--- src/rtl/round_ctrl_if.sv ---
// Handshake bundle between the round controller and the LED/score stage.
// master = round controller, slave = the block that pulses go and consumes the round.
interface round_ctrl_if;
    logic       go;
    logic       start;
    logic       change;
    logic [1:0] randNum;
    logic [5:0] timeLeft;
    logic       done;

    modport master (
        input  go,
        output start,
        output change,
        output randNum,
        output timeLeft,
        output done
    );

    modport slave (
        output go,
        input  start,
        input  change,
        input  randNum,
        input  timeLeft,
        input  done
    );
endinterface

--- src/rtl/round_ctrl.sv ---
// Game-round controller: turns a go pulse into a timed round with periodic
// change pulses carrying a pseudo-random LED select (0..2).
module round_ctrl #(
    parameter int unsigned CYCLES_PER_SEC = 50_000_000,
    parameter int unsigned ROUND_SECS     = 30,
    parameter int unsigned CHANGE_CYCLES  = 25_000_000,
    parameter logic [7:0]  LFSR_SEED      = 8'hA5
) (
    input  logic         clk,
    input  logic         rst,
    round_ctrl_if.master bus
);

    localparam int unsigned SEC_W  = (CYCLES_PER_SEC > 1) ? $clog2(CYCLES_PER_SEC) : 1;
    localparam int unsigned CHG_W  = (CHANGE_CYCLES > 1) ? $clog2(CHANGE_CYCLES) : 1;
    localparam int unsigned TIME_W = 6;

    typedef enum logic [1:0] {
        IDLE = 2'd0,
        RUN  = 2'd1,
        DONE = 2'd2
    } state_e;

    state_e              state_q,     state_d;
    logic                start_q,     start_d;
    logic                change_q,    change_d;
    logic                done_q,      done_d;
    logic [1:0]          rand_q,      rand_d;
    logic [TIME_W-1:0]   time_left_q, time_left_d;
    logic [SEC_W-1:0]    sec_cnt_q,   sec_cnt_d;
    logic [CHG_W-1:0]    chg_cnt_q,   chg_cnt_d;
    logic [7:0]          lfsr_q,      lfsr_d;

    logic                lfsr_fb_c;
    logic [1:0]          rand_sel_c;

    // Taps for x^8+x^6+x^5+x^4+1, shifting toward the MSB.
    assign lfsr_fb_c = lfsr_q[7] ^ lfsr_q[5] ^ lfsr_q[4] ^ lfsr_q[3];

    // Fold the forbidden value 3 back onto 0/1 using the next LFSR bit.
    assign rand_sel_c = (lfsr_q[1:0] != 2'd3) ? lfsr_q[1:0] : {1'b0, lfsr_q[2]};

    always_comb begin
        state_d     = state_q;
        start_d     = start_q;
        change_d    = 1'b0;
        done_d      = 1'b0;
        rand_d      = rand_q;
        time_left_d = time_left_q;
        sec_cnt_d   = sec_cnt_q;
        chg_cnt_d   = chg_cnt_q;
        lfsr_d      = (lfsr_q == 8'd0) ? LFSR_SEED : {lfsr_q[6:0], lfsr_fb_c};

        case (state_q)
            IDLE, DONE: begin
                start_d     = 1'b0;
                time_left_d = '0;
                if (bus.go) begin
                    state_d     = RUN;
                    start_d     = 1'b1;
                    change_d    = 1'b1;
                    rand_d      = rand_sel_c;
                    time_left_d = TIME_W'(ROUND_SECS);
                    sec_cnt_d   = '0;
                    chg_cnt_d   = '0;
                end
            end

            RUN: begin
                if (chg_cnt_q == CHG_W'(CHANGE_CYCLES - 1)) begin
                    chg_cnt_d = '0;
                    change_d  = 1'b1;
                    rand_d    = rand_sel_c;
                end else begin
                    chg_cnt_d = chg_cnt_q + CHG_W'(1);
                end

                // Second boundary; the last one ends the round and masks any change pulse.
                if (sec_cnt_q == SEC_W'(CYCLES_PER_SEC - 1)) begin
                    sec_cnt_d = '0;
                    if (time_left_q == TIME_W'(1)) begin
                        state_d     = DONE;
                        time_left_d = '0;
                        start_d     = 1'b0;
                        done_d      = 1'b1;
                        change_d    = 1'b0;
                    end else begin
                        time_left_d = time_left_q - TIME_W'(1);
                    end
                end else begin
                    sec_cnt_d = sec_cnt_q + SEC_W'(1);
                end
            end

            default: begin
                state_d = IDLE;
                start_d = 1'b0;
            end
        endcase
    end

    always_ff @(posedge clk) begin
        if (!rst) begin
            state_q     <= IDLE;
            start_q     <= 1'b0;
            change_q    <= 1'b0;
            done_q      <= 1'b0;
            rand_q      <= 2'd0;
            time_left_q <= '0;
            sec_cnt_q   <= '0;
            chg_cnt_q   <= '0;
            lfsr_q      <= LFSR_SEED;
        end else begin
            state_q     <= state_d;
            start_q     <= start_d;
            change_q    <= change_d;
            done_q      <= done_d;
            rand_q      <= rand_d;
            time_left_q <= time_left_d;
            sec_cnt_q   <= sec_cnt_d;
            chg_cnt_q   <= chg_cnt_d;
            lfsr_q      <= lfsr_d;
        end
    end

    assign bus.start    = start_q;
    assign bus.change   = change_q;
    assign bus.done     = done_q;
    assign bus.randNum  = rand_q;
    assign bus.timeLeft = time_left_q;

endmodule

--- src/flat_wrapper.sv ---
// flat-port wrapper written by rule: the top's interface ports become plain ports
module round_ctrl_flat 
#(
    parameter int unsigned CYCLES_PER_SEC = 50_000_000,
    parameter int unsigned ROUND_SECS     = 30,
    parameter int unsigned CHANGE_CYCLES  = 25_000_000,
    parameter logic [7:0]  LFSR_SEED      = 8'hA5
)
  (clk, rst, bus_go, bus_start, bus_change, bus_randNum, bus_timeLeft, bus_done);
  round_ctrl_if bus_i ();
  input  logic clk;
  input  logic rst;
  input wire logic [$bits(bus_i.go)-1:0] bus_go;
  output wire logic [$bits(bus_i.start)-1:0] bus_start;
  output wire logic [$bits(bus_i.change)-1:0] bus_change;
  output wire logic [$bits(bus_i.randNum)-1:0] bus_randNum;
  output wire logic [$bits(bus_i.timeLeft)-1:0] bus_timeLeft;
  output wire logic [$bits(bus_i.done)-1:0] bus_done;
  assign bus_i.go = bus_go;
  assign bus_start = bus_i.start;
  assign bus_change = bus_i.change;
  assign bus_randNum = bus_i.randNum;
  assign bus_timeLeft = bus_i.timeLeft;
  assign bus_done = bus_i.done;
  round_ctrl #(.CYCLES_PER_SEC(CYCLES_PER_SEC), .ROUND_SECS(ROUND_SECS), .CHANGE_CYCLES(CHANGE_CYCLES), .LFSR_SEED(LFSR_SEED)) u_core (.clk(clk), .rst(rst), .bus(bus_i));
endmodule
--- config.mk ---
export PLATFORM = sky130hd
export DESIGN_NAME = round_ctrl_flat
export DESIGN_NICKNAME = d
export VERILOG_FILES = /design/src/rtl/round_ctrl_if.sv /design/src/rtl/round_ctrl.sv /design/src/flat_wrapper.sv
export SDC_FILE = /design/constraint.sdc
export NUM_CORES = 1
export LEC_CHECK = 0
export CORE_MARGIN = 1
export CORE_UTILIZATION = 61
export DETAILED_ROUTE_END_ITERATION = 12
export HOLD_SLACK_MARGIN = 0.1
export PLACE_DENSITY_LB_ADDON = 0.08
export SKIP_CTS_REPAIR_TIMING = 1
export SLEW_MARGIN = 40
export SYNTH_ARGS = -nofsm -noshare
export SYNTH_HDL_FRONTEND = slang
export SYNTH_SLANG_ARGS = --single-unit
--- constraint.sdc ---
create_clock -name clk -period 2.22 [get_ports clk]
set_input_delay 0.444 -clock clk [delete_from_list [all_inputs] [get_ports clk]]
set_output_delay 0.444 -clock clk [all_outputs]
set_load 0.1 [all_outputs]
==> impl_metrics.env <==
export IMPL_synth_edff_count=0
export IMPL_die_h_um=79.8
export IMPL_grt_max_degree=37
export IMPL_nets=469
export IMPL_die_w_um=79.8
export IMPL_crit_type="flip-flop to flip-flop"
export IMPL_wl_per_cell_um=16.0
export IMPL_holdWs_ns=0.472
export IMPL_async_reset_ff_frac=0
export IMPL_antenna_cells=0
export IMPL_finalHoldViolCount=0
export IMPL_start_kind="flip-flop"
export IMPL_critPathRequiredTime_ns=2.46
export IMPL_crit_arrival_ns=2.37
export IMPL_ys_seq_elements=72
export IMPL_grt_pass1_wl_um=14200
export IMPL_start_util=0.650
export IMPL_final_core_util=0.747
export IMPL_final_antenna_net_count=0
export IMPL_p_leak_uw=0.00154
export IMPL_track_usage=0.287
export IMPL_min_delay_path_class="flip-flop to flip-flop"
export IMPL_synth_top_family_by_area="simple AND/OR/NAND/NOR gates"
export IMPL_die_area_sq_um=6360
export IMPL_cts_buffers_inserted=9
export IMPL_cp_num_buf_inv=1
export IMPL_ys_flop_type="dfxtp_1"
export IMPL_drive_gt1_frac=0.150
export IMPL_synth_most_common_cell="dfxtp_1"
export IMPL_place_hpwl_um=5760
export IMPL_syn_area_per_cell_sq_um=8.37
export IMPL_setup_viol=0
export IMPL_cpLargestDelayFamily="simple AND/OR/NAND/NOR gates"
export IMPL_synthSimpleGateAreaFrac=0.314
export IMPL_synthTopCellsByArea="dfxtp_1, nand2_1, a31oi_1, a21oi_1, nand3_1"
export IMPL_dpl_cell_area_sq_um=3960
export IMPL_portBuffers=13
export IMPL_synth_cell_types=57
export IMPL_postRouteWirelength_um=8610
export IMPL_synth_xor_xnor_area_share=0.0237
export IMPL_fin_worst_skew_ns=0.00491
export IMPL_tightest_slew_ns=0.582
export IMPL_num_rows=27
export IMPL_drt_iter0_markers=345
export IMPL_synthesis_area_sq_um=3690
export IMPL_slowest_stage="or4b_4"
export IMPL_area_delta_synth_final_pct=15.0
export IMPL_path_clk_slew_ns=0.08
export IMPL_vias=3445
export IMPL_outcome="completed"
export IMPL_final_cells=539
export IMPL_synth_fa_ha_area_frac=0.0136
export IMPL_synth_fp_nets=448
export IMPL_slew_viol_final=0
export IMPL_antenna_found_initial=0
export IMPL_end_kind="flip-flop"
export IMPL_fmax_mhz=470
export IMPL_drc=0
export IMPL_synthTopCellsByCount="dfxtp_1, nand2_1, a21oi_1, nand3_1, a31oi_1"
export IMPL_critical_path_max_stage_delay_ns=0.58
export IMPL_min_period_over_period=0.958
export IMPL_cts_tree="done"
export IMPL_cts_sinks=72
export IMPL_htree_levels=3
export IMPL_power_uw=3060
export IMPL_synth_compound_area_frac=0.183
export IMPL_ioPinCount=14
export IMPL_grt_pass1_vias=3053
export IMPL_max_slew_margin=0.608
export IMPL_synth_top_cell_by_area="dfxtp_1"
export IMPL_cts_root_buf="clkbuf_8"
export IMPL_yosys_warnings=0
export IMPL_p_per_area_nw_per_um2=722
export IMPL_place_congestion=0.876
export IMPL_fin_crit_ns=2.13
export IMPL_synth_top_area_share=0.391
export IMPL_final_cell_area_sq_um=4240
export IMPL_synthMuxAreaShare=0.0302
export IMPL_crit_chain="or4b_4 -> nor4_4 -> a21oi_2 -> buf_4 -> and3_1 -> a221o_1"
export IMPL_clock_latency_ns=0.35
export IMPL_peakVddDrop_uv=466
export IMPL_grt_overflow=0
export IMPL_coreArea_sq_um=5680
export IMPL_rrSetupSlack_ns=0.09
export IMPL_via_per_inst=6.39
export IMPL_drt_pass1_iterations=5
export IMPL_max_cap_violations=0
export IMPL_critPathMaxFanout=18
export IMPL_clockBufferDepth=2
export IMPL_seq_area_frac_synth=0.391
export IMPL_placed_cells=522
export IMPL_syn_inst=441
report_power, final:
part / internal, uW / total [uW] / leakage, uW / switching [uW]
logic: 104 / 322 / 0.000828 / 219
registers: 1320 / 1360 / 0.000585 / 34.7
clock network: 861 / 1380 / 0.000126 / 520
total: 2290 / 3060 / 0.00154 / 773
cells by family after synthesis:
family / after synthesis
AND/OR/NAND/NOR: 199
AO/OA/AOI/OAI: 107
flip-flops: 72
buffers and inverters: 38
multiplexers: 11
XOR/XNOR: 10
adder cells (fa/ha/maj): 4
final cells by class:
cell class / instances / area (sq um)
timing repair buffer: 36 / 300
fill: 444 / 1430
clock buffer: 9 / 124
multi-input combinational: 331 / 2100
inverter: 12 / 45.0
sequential: 72 / 1440
clock inverter: 7 / 144
tap: 72 / 90.1
cell usage in the layout, fill, tap and decap left out, types with 3 or more instances in the layout:
cell	count
and2_1	7
and4_1	9
a21oi_1	30
nor2_1	20
o21ai_0	16
nand4_1	15
or3_1	3
nand3_1	31
bufinv_16	4
nand2b_1	7
xnor2_1	7
a31oi_1	28
dfxtp_1	71
o31ai_1	4
nor2b_1	5
buf_4	32
nor4_1	6
inv_1	12
nand2_1	50
clkbuf_8	9
nor3_1	9
a41oi_1	4
a22o_1	6
and3_1	7
ha_1	4
xor2_1	3
nor3b_1	4
nor4_4	4
nand3b_1	6
mux2i_1	10
final timing paths:
path	start	to	depth (start not counted)
setup / recovery	u_core.chg_cnt_q[10]	u_core.chg_cnt_q[19]	6
hold / removal	u_core.lfsr_q[6]	u_core.lfsr_q[7]	1
setup reg to reg	u_core.chg_cnt_q[10]	u_core.chg_cnt_q[19]	6
hold reg to reg	u_core.lfsr_q[6]	u_core.lfsr_q[7]	1
routing by layer:
| layer | track usage | vias up | share of wire | wire length [um] |
|---|---|---|---|---|
| li1 | - | 1681 | - | - |
| met1 | 0.383 | 1628 | 0.47 | 4090 |
| met2 | 0.442 | 121 | 0.45 | 3900 |
| met3 | 0.0537 | 15 | 0.055 | 476 |
| met4 | 0.141 | 0 | 0.017 | 147 |
| met5 | 0 | - | 0 | 0 |
worst register-to-register path, stage by stage, from the launching register on:
cell and delay, ns:
dfxtp_1 0.37, or4b_4 0.58, nor4_4 0.33, a21oi_2 0.11
buf_4 0.21, and3_1 0.18, a221o_1 0.25
sequential cells by signal, indices dropped and copies added, names as in the netlist:
name,cells
u_core.sec_cnt_q,26
u_core.state_q,2
u_core.bus.change,1
u_core.bus.done,1
u_core.bus.start,1
u_core.bus.timeLeft,6
u_core.lfsr_q,8
u_core.bus.randNum,2
u_core.chg_cnt_q,25
per-stage QoR:
step	setup WS, ns	TNS [ns]
2_1_floorplan	0.0658	0
3_3_place_gp	0.196	0
3_5_place_dp	0.155	0
4_1_cts	0.124	0
5_1_grt	-0.00393	-0.00393
6_report	0.0933	0
Note: power is estimated with default switching activity, not from simulation.
